$ cat config.mk
export PLATFORM = sky130hd
export DESIGN_NAME = mixpix_sequencer_flat
export DESIGN_NICKNAME = d
export VERILOG_FILES = /design/src/rtl/mixpix_sequencer_if.sv /design/src/rtl/mixpix_sequencer.sv /design/src/flat_wrapper.sv
export SDC_FILE = /design/constraint.sdc
export NUM_CORES = 1
export LEC_CHECK = 0
export CAP_MARGIN = 10
export CORE_MARGIN = 3
export CORE_UTILIZATION = 47
export DETAILED_ROUTE_END_ITERATION = 10
export GPL_TIMING_DRIVEN = 0
export MAX_ROUTING_LAYER = met4
export PLACE_DENSITY_LB_ADDON = 0.15
export RECOVER_POWER = 50
export SYNTH_ARGS = -nofsm -noshare
export SYNTH_HDL_FRONTEND = slang
export SYNTH_SLANG_ARGS = --single-unit
$ cat constraint.sdc
create_clock -name wb_clk_i -period 2.5 [get_ports wb_clk_i]
set_input_delay 0.75 -clock wb_clk_i [delete_from_list [all_inputs] [get_ports wb_clk_i]]
set_output_delay 0.75 -clock wb_clk_i [all_outputs]
set_load 0.03 [all_outputs]
$ cat src/rtl/mixpix_sequencer_if.sv
// rtl/mixpix_sequencer_if.sv - Wishbone classic slave bundle for the MixPix capture sequencer
interface mixpix_sequencer_if;
  logic        wbs_cyc_i;
  logic        wbs_stb_i;
  logic        wbs_we_i;
  logic [3:0]  wbs_sel_i;
  logic [31:0] wbs_adr_i;
  logic [31:0] wbs_dat_i;
  logic        wbs_ack_o;
  logic [31:0] wbs_dat_o;

  modport master (
    output wbs_cyc_i, wbs_stb_i, wbs_we_i, wbs_sel_i, wbs_adr_i, wbs_dat_i,
    input  wbs_ack_o, wbs_dat_o
  );

  modport slave (
    input  wbs_cyc_i, wbs_stb_i, wbs_we_i, wbs_sel_i, wbs_adr_i, wbs_dat_i,
    output wbs_ack_o, wbs_dat_o
  );
endinterface

$ cat src/rtl/mixpix_sequencer.sv
// rtl/mixpix_sequencer.sv - Wishbone-controlled pixel/RLBP capture sequencer with IRQ
module mixpix_sequencer #(
  parameter logic [31:0] BASE_ADR = 32'h3000_0000,
  parameter int          RESULT_W = 8
) (
  input  logic                 wb_clk_i,
  input  logic                 wb_rst_n_i,
  mixpix_sequencer_if.slave    wb,
  output logic                 pxl_start_o,
  input  logic                 pxl_done_i,
  output logic                 rlbp_start_o,
  input  logic                 rlbp_serial_i,
  output logic                 irq_o,
  output logic                 busy_o
);

  typedef enum logic [2:0] {
    S_IDLE     = 3'd0,
    S_PXL_GO   = 3'd1,
    S_PXL_WAIT = 3'd2,
    S_RLBP_GO  = 3'd3,
    S_SHIFT    = 3'd4,
    S_DONE     = 3'd5
  } state_t;

  state_t                state, state_next;
  logic                  ack_q;
  logic                  hit;
  logic                  wr;
  logic [1:0]            reg_sel;
  logic                  start_req;
  logic                  clr_done, clr_err;
  logic                  set_done, set_err;
  logic                  irq_en;
  logic                  done_flag, err_flag;
  logic [15:0]           timeout;
  logic [15:0]           to_cnt;
  logic [5:0]            bit_cnt;
  logic [RESULT_W-1:0]   shreg;
  logic [RESULT_W-1:0]   result;
  logic [RESULT_W:0]     shreg_ext;
  logic [31:0]           rdata;
  logic                  unused_ok;

  assign unused_ok = ^{wb.wbs_sel_i[3:2], wb.wbs_dat_i[31:16], wb.wbs_adr_i[1:0]};

  // The master holds its request until ack, so the write is applied in the ack cycle.
  assign hit       = wb.wbs_cyc_i & wb.wbs_stb_i & ~ack_q &
                     (wb.wbs_adr_i[31:4] == BASE_ADR[31:4]);
  assign wr        = ack_q & wb.wbs_we_i;
  assign reg_sel   = wb.wbs_adr_i[3:2];
  assign start_req = wr & (reg_sel == 2'd0) & wb.wbs_sel_i[0] & wb.wbs_dat_i[0];
  assign clr_done  = wr & (reg_sel == 2'd1) & wb.wbs_sel_i[0] & wb.wbs_dat_i[1];
  assign clr_err   = wr & (reg_sel == 2'd1) & wb.wbs_sel_i[0] & wb.wbs_dat_i[2];
  assign shreg_ext = {shreg, rlbp_serial_i};

  always_ff @(posedge wb_clk_i or negedge wb_rst_n_i) begin
    if (!wb_rst_n_i) begin
      state <= S_IDLE;
    end else begin
      state <= state_next;
    end
  end

  always_comb begin
    state_next   = state;
    pxl_start_o  = 1'b0;
    rlbp_start_o = 1'b0;
    set_done     = 1'b0;
    set_err      = 1'b0;
    case (state)
      S_IDLE: begin
        if (start_req) state_next = S_PXL_GO;
      end
      S_PXL_GO: begin
        pxl_start_o = 1'b1;
        state_next  = S_PXL_WAIT;
      end
      S_PXL_WAIT: begin
        if (pxl_done_i) begin
          state_next = S_RLBP_GO;
        end else if ((timeout != 16'd0) && (to_cnt == timeout - 16'd1)) begin
          set_err    = 1'b1;
          state_next = S_IDLE;
        end
      end
      S_RLBP_GO: begin
        rlbp_start_o = 1'b1;
        state_next   = S_SHIFT;
      end
      S_SHIFT: begin
        if (bit_cnt == 6'(RESULT_W - 1)) state_next = S_DONE;
      end
      S_DONE: begin
        set_done   = 1'b1;
        state_next = S_IDLE;
      end
      default: state_next = S_IDLE;
    endcase
  end

  assign busy_o = (state != S_IDLE);
  assign irq_o  = done_flag & irq_en;

  always_ff @(posedge wb_clk_i or negedge wb_rst_n_i) begin
    if (!wb_rst_n_i) begin
      to_cnt  <= '0;
      bit_cnt <= '0;
      shreg   <= '0;
      result  <= '0;
    end else begin
      if (state == S_PXL_GO)   to_cnt <= '0;
      if (state == S_PXL_WAIT) to_cnt <= to_cnt + 16'd1;
      if (state == S_RLBP_GO)  bit_cnt <= '0;
      if (state == S_SHIFT) begin
        bit_cnt <= bit_cnt + 6'd1;
        shreg   <= shreg_ext[RESULT_W-1:0];
      end
      if (state == S_DONE)     result <= shreg;
    end
  end

  // Hardware set takes priority over a same-cycle software clear.
  always_ff @(posedge wb_clk_i or negedge wb_rst_n_i) begin
    if (!wb_rst_n_i) begin
      ack_q     <= 1'b0;
      irq_en    <= 1'b0;
      timeout   <= '0;
      done_flag <= 1'b0;
      err_flag  <= 1'b0;
    end else begin
      ack_q     <= hit;
      done_flag <= set_done | (done_flag & ~clr_done);
      err_flag  <= set_err  | (err_flag  & ~clr_err);
      if (wr && (reg_sel == 2'd0) && wb.wbs_sel_i[0]) irq_en <= wb.wbs_dat_i[1];
      if (wr && (reg_sel == 2'd2)) begin
        if (wb.wbs_sel_i[0]) timeout[7:0]  <= wb.wbs_dat_i[7:0];
        if (wb.wbs_sel_i[1]) timeout[15:8] <= wb.wbs_dat_i[15:8];
      end
    end
  end

  always_comb begin
    rdata = '0;
    case (reg_sel)
      2'd0: rdata[1]   = irq_en;
      2'd1: rdata[5:0] = {state, err_flag, done_flag, busy_o};
      2'd2: rdata[15:0] = timeout;
      default: rdata[RESULT_W-1:0] = result;
    endcase
  end

  assign wb.wbs_ack_o = ack_q;
  assign wb.wbs_dat_o = ack_q ? rdata : 32'd0;

endmodule

$ cat src/flat_wrapper.sv
// flat-port wrapper written by rule: the top's interface ports become plain ports
module mixpix_sequencer_flat 
#(
  parameter logic [31:0] BASE_ADR = 32'h3000_0000,
  parameter int          RESULT_W = 8
)
  (wb_clk_i, wb_rst_n_i, pxl_start_o, pxl_done_i, rlbp_start_o, rlbp_serial_i, irq_o, busy_o, wb_wbs_cyc_i, wb_wbs_stb_i, wb_wbs_we_i, wb_wbs_sel_i, wb_wbs_adr_i, wb_wbs_dat_i, wb_wbs_ack_o, wb_wbs_dat_o);
  mixpix_sequencer_if wb_i ();
  input  logic wb_clk_i;
  input  logic wb_rst_n_i;
  output logic pxl_start_o;
  input  logic pxl_done_i;
  output logic rlbp_start_o;
  input  logic rlbp_serial_i;
  output logic irq_o;
  output logic busy_o;
  input wire logic [$bits(wb_i.wbs_cyc_i)-1:0] wb_wbs_cyc_i;
  input wire logic [$bits(wb_i.wbs_stb_i)-1:0] wb_wbs_stb_i;
  input wire logic [$bits(wb_i.wbs_we_i)-1:0] wb_wbs_we_i;
  input wire logic [$bits(wb_i.wbs_sel_i)-1:0] wb_wbs_sel_i;
  input wire logic [$bits(wb_i.wbs_adr_i)-1:0] wb_wbs_adr_i;
  input wire logic [$bits(wb_i.wbs_dat_i)-1:0] wb_wbs_dat_i;
  output wire logic [$bits(wb_i.wbs_ack_o)-1:0] wb_wbs_ack_o;
  output wire logic [$bits(wb_i.wbs_dat_o)-1:0] wb_wbs_dat_o;
  assign wb_i.wbs_cyc_i = wb_wbs_cyc_i;
  assign wb_i.wbs_stb_i = wb_wbs_stb_i;
  assign wb_i.wbs_we_i = wb_wbs_we_i;
  assign wb_i.wbs_sel_i = wb_wbs_sel_i;
  assign wb_i.wbs_adr_i = wb_wbs_adr_i;
  assign wb_i.wbs_dat_i = wb_wbs_dat_i;
  assign wb_wbs_ack_o = wb_i.wbs_ack_o;
  assign wb_wbs_dat_o = wb_i.wbs_dat_o;
  mixpix_sequencer #(.BASE_ADR(BASE_ADR), .RESULT_W(RESULT_W)) u_core (.wb_clk_i(wb_clk_i), .wb_rst_n_i(wb_rst_n_i), .wb(wb_i), .pxl_start_o(pxl_start_o), .pxl_done_i(pxl_done_i), .rlbp_start_o(rlbp_start_o), .rlbp_serial_i(rlbp_serial_i), .irq_o(irq_o), .busy_o(busy_o));
endmodule
; Word level (Yosys, flattened, before mapping)
; Cells that the tools add are included.
[word_totals]
input_bits = 75
word_cells = 81
reg_bits = 61
[op_classes]
add_sub_neg = 3
reduce_logical = 14
n_mux = 21
n_bitwise = 19
n_eq_ne = 13
[op_table]
columns = operator, count
row1 = 16-bit two-way mux, 3
row2 = 28-bit by 26-bit equality test with 1-bit output (second input constant), 1
row3 = 16-bit by 1-bit adder with 16-bit output (second input constant), 1
row4 = 16-bit equality test, 1
row5 = 16-bit nonzero test, 1
row6 = 16-bit by 1-bit subtractor with 16-bit output (second input constant), 1
row7 = 3-bit one-hot mux with 5 select lines, 1
row8 = 1-bit AND, 14
row9 = 3-bit two-way mux, 4
row10 = 6-bit two-way mux, 2
row11 = 4-bit one-hot mux with 3 select lines, 1
row12 = 8-bit two-way mux, 1
row13 = 6-bit by 1-bit adder with 6-bit output (second input constant), 1
row14 = 3-bit by 2-bit equality test with 1-bit output (second input constant), 2
row15 = 3-bit equality test (second input constant), 2
row16 = 6-bit by 3-bit equality test with 1-bit output (second input constant), 1
row17 = 1-bit two-way mux, 6
row18 = 1-bit one-hot mux with 3 select lines, 2
row19 = 1-bit logical AND, 4
row20 = 2-bit by 1-bit != test with 1-bit output (second input constant), 2
row21 = 2-bit one-hot mux with 2 select lines, 1
row22 = 2-bit AND reduction, 2
row23 = 2-bit nonzero test, 2
row24 = 3-bit by 1-bit equality test with 1-bit output (second input constant), 1
row25 = other kinds (10), 13

; Logic depth before layout (Yosys ltp)
[depth]
ltp_word = 7
mapped_depth = 9

; Least setup slack after synthesis
; OpenSTA, ideal clock, no wires.
[synth_timing]
path_type = input to output
start = in wb_wbs_adr_i[3]
end = out wb_wbs_dat_o[0]
arrival_time_ps = 2104
path_stages = 4
setup_slack_ps = -354
path_cell_list = clkbuf_1 > nor2b_1 > nand2_1 > a21boi_0
[synth_between]
elab_chain_len = 3
[synth_rtl]
columns = item, line_no
row1 = start: declaration, flat_wrapper.sv:21  ; input wire logic [$bits(wb_i.wbs_adr_i)-1:0] wb_wbs_adr_i;
row2 = 2-bit equality test (tied with other cells), mixpix_sequencer.sv:145  ; case (reg_sel)
row3 = 1-bit one-hot mux with 3 select lines (*), mixpix_sequencer.sv:145
row4 = 16-bit two-way mux (*), mixpix_sequencer.sv:154  ; assign wb.wbs_dat_o = ack_q ? rdata : 32'd0;
row5 = end: declaration, flat_wrapper.sv:24  ; output wire logic [$bits(wb_i.wbs_dat_o)-1:0] wb_wbs_dat_o;
; Mark *: on every way between the ends. The rest lies on a longest branch, timed or not.

; Worst setup path in the final report
[layout_timing]
start = reg u_core.state[1]
end = out wb_wbs_dat_o[0]
[layout_between]
elab_chain_len = 3
[layout_rtl]
columns = item, line_no
row1 = start: declaration, mixpix_sequencer.sv:26  ; state_t state, state_next;
row2 = start signal: assignment, mixpix_sequencer.sv:61  ; state <= state_next;
row3 = 3-bit nonzero test, mixpix_sequencer.sv:102  ; assign busy_o = (state != S_IDLE);
row4 = 1-bit one-hot mux with 3 select lines, mixpix_sequencer.sv:145
row5 = 16-bit two-way mux, mixpix_sequencer.sv:154
; Every way passes these cells.

==> metrics.txt <==
status finished with violations; violated checks capacitance limit, slew limit; r2r setup slk 0.18 ns; Hold Path Stages 2; largest net degree at the start of global routing 35; M1 GR Usage 0.297; Synth area leader dfrtp_1; startpoint types flop; Fin. Hold Viols 0; Max-Cap Viols 1; met3 Use GR 0.0430; Layout fillers 629; hold slack 0.482 ns; Pwr Total 2.94 mW; Max Slew Vio Count 29; routed length per placed instance 15.5 um; final setup TNS 0 ns; routability cong. 0.850; routed via count 3288; CTS clk-pin slew, worst paths 0.07 ns; simple-gate portion of the synthesized area 0.234; Post-CTS Hold Buffers 0; CTS tree yes; Total Wirelength 9340 um; register bit count reported by yosys 61; CTS Sinks 61; crit-path max FO 11; Mapped Area 0.00367 mm^2; DIE WIDTH 94.3 um; post-DP HPWL 7200 um; Cells after Synth 393; FP Rows 31; CP startpoint u_core.state[1]; Finish-stage setup viols 0; list of most frequent post-synthesis cells 61 x dfrtp_1, 56 x nand2_1, 26 x mux2_2; Synth Area in Compound Gates 0.115; Peak Freq 403 MHz; met2 Use GR 0.364; Worst EP required 1.75 ns; worst path cell trace or3_4, o211ai_1, a21boi_2, buf_2; Hold WC Path Type reg2reg; post-synthesis adder-cell area fraction 0.0102; number of global-route vias before repair 3281; Post-synth EDFFs 0; Root Driver clkbuf_8; share of cells above drive strength 1 0.215; first-pass GRT wire length 15700 um; CP max-delay cell dfrtp_2; Max clock buf depth 2; initial drt markers 215; R2R depth 9; Static Leak 2.23 nW; Seq/Total Area, Yosys 0.416; # nets final 575; Final period util 0.994; drt drc 0; busiest grt layer met2; router iterations before antenna repair 5; main combinational cell family by area after synthesis simple AND/OR/NAND/NOR gates; worst clock skew 0.0101 ns; number of port buffers 75; clk_lat worst skew 0.34 ns; die area 0.00890 mm^2; Synth area leaders dfrtp_1 42%, mux2_2 8.0%, nand2_1 5.7%; Initial Util 0.495; synth warn 0; grt total ovfl 0; Die H 94.3 um; antenna violations before repair 0; core area 0.00741 mm^2; area grow syn2layout 31.7%; worst reg2reg endpoint u_core.state[1]; Slew headroom -0.0408; Arrival @ worst endpoint 1.73 ns; buffers plus inverters on the worst setup path 1; maximum VDD drop 0.533 mV; Layout Utilization 0.652; Post-Syn Area per Cell 9.33 um^2; Yosys top cell area share 0.416; hold_sp u_core.shreg[7]; unrepaired setup endpoints after global routing true; I/O pin cnt 112; hold endpoint u_core.shreg[7]; XOR/XNOR share of the synthesized area 0.0477; mux contribution to synthesized area 0.108; most common cell in the netlist dfrtp_1; post-synthesis cell type count 57; critical path class reg2out; CP top delay family flip-flops; total track usage 0.230; via/cell ratio 5.47; post-route antenna net violation count 0; ys async rst share 1.00; Synth Flop Type dfrtp_1; worst slew pin tran 1.56 ns; endpoint type of the worst setup path primary output; CP peak stage delay 0.47 ns; Inserted Diodes 0; # H-tree levels 3; number of buffers created by CTS 9; origin of the critical flop-to-flop path u_core.timeout[1]; min Tclk post-route 2.48 ns; Pwr Density 609 mW/mm^2
[through the flow]
step	area [um^2]	setup WS (ns)	instances
global route	4830	-0.0409	601
finish	4830	0.0157	601
detailed placement	4630	-1.15	583
CTS	4860	-0.0703	600
global placement	4620	-1.29	582
floorplan	3740	0.0541	408
[sequential cells by signal, indices dropped and copies added, names as in the netlist]
name	count
u_core.result	8
u_core.to_cnt	16
u_core.state	3
u_core.err_flag	1
u_core.shreg	8
u_core.done_flag	1
u_core.irq_en	1
u_core.bit_cnt	6
u_core.timeout	16
u_core.wb.wbs_ack_o	1
[where the power goes]
group	internal [mW]	leakage [nW]	total, mW	switching, mW
Combinational	0.341	1.31	0.760	0.419
Clock	0.473	0.101	0.899	0.426
Sequential	1.14	0.815	1.28	0.145
Total	1.95	2.23	2.94	0.990
[cell type report]
type,count,area (um^2),share of cell area
Timing Repair Buffer,80,723,0.150
Inverter,10,37.5,0.00777
Sequential cell,61,1530,0.317
Multi-Input combinational cell,302,1990,0.413
Buffer,33,218,0.0451
Clock buffer,9,124,0.0256
Clock inverter,7,81.3,0.0168
Tap cell,99,124,0.0256
[how the worst max path moves through the flow]
stage               cells after the start               to
floorplan                               4  wb_wbs_dat_o[2]
CTS                                     4  wb_wbs_dat_o[0]
detailed placement                      6  wb_wbs_dat_o[3]
global route                            4  wb_wbs_dat_o[0]
global placement                        1  u_core.shreg[2]
finish                                  4  wb_wbs_dat_o[0]
[worst reg2reg max path: stages (launching register included)]
cell and delay [ns]:
dfrtp_1 0.46, inv_1 0.11, ha_1 0.25, buf_2 0.26, nand3_1 0.10, a221oi_1 0.30, a41oi_1 0.09, nor3_1 0.23
nand4_1 0.20, o21a_1 0.23
[layer usage]
layer	vias to the layer above	share of wire
li1	1594	-
met2	94	0.50
met4	0	0.021
met3	24	0.041
met1	1576	0.43
met5	-	0
[timing repair]
action / 4_1_cts / 5_1_grt
resized for setup: 77 / 16
gates cloned: 1 / 0
setup endpoints to repair: 19 / 14
pin swaps: 0 / 2
endpoints found under the hold margin: 0 / 0
setup buffers: 2 / 1
[cell usage in the layout, fill, tap and decap left out, types with 4 or more instances in the layout]
cell / count
a21oi_1: 4
and2_1: 13
buf_2: 7
buf_4: 24
clkbuf_1: 11
clkbuf_2: 6
clkbuf_8: 9
clkdlybuf4s50_1: 53
conb_1: 16
dfrtp_1: 58
inv_1: 10
mux2_2: 26
mux2i_1: 8
nand2_1: 56
nand3_1: 19
nand4_1: 15
nor2_1: 21
nor2b_2: 4
nor3_1: 12
nor4_1: 10
o211ai_1: 5
o21ai_0: 17
o21ai_1: 4
o31ai_1: 4
xnor2_1: 10
xor2_1: 10
[cell families (layout without fill, tap and decap cells)]
logic type	after synthesis	count (layout)
XOR/XNOR	20	20
flip-flops	61	61
AND/OR/NAND/NOR	168	168
other	1	16
adder cells (fa/ha/maj)	3	3
buffers and inverters	45	139
AO/OA/AOI/OAI	60	60
multiplexers	35	35
Note: power is estimated with default switching activity, not from simulation.
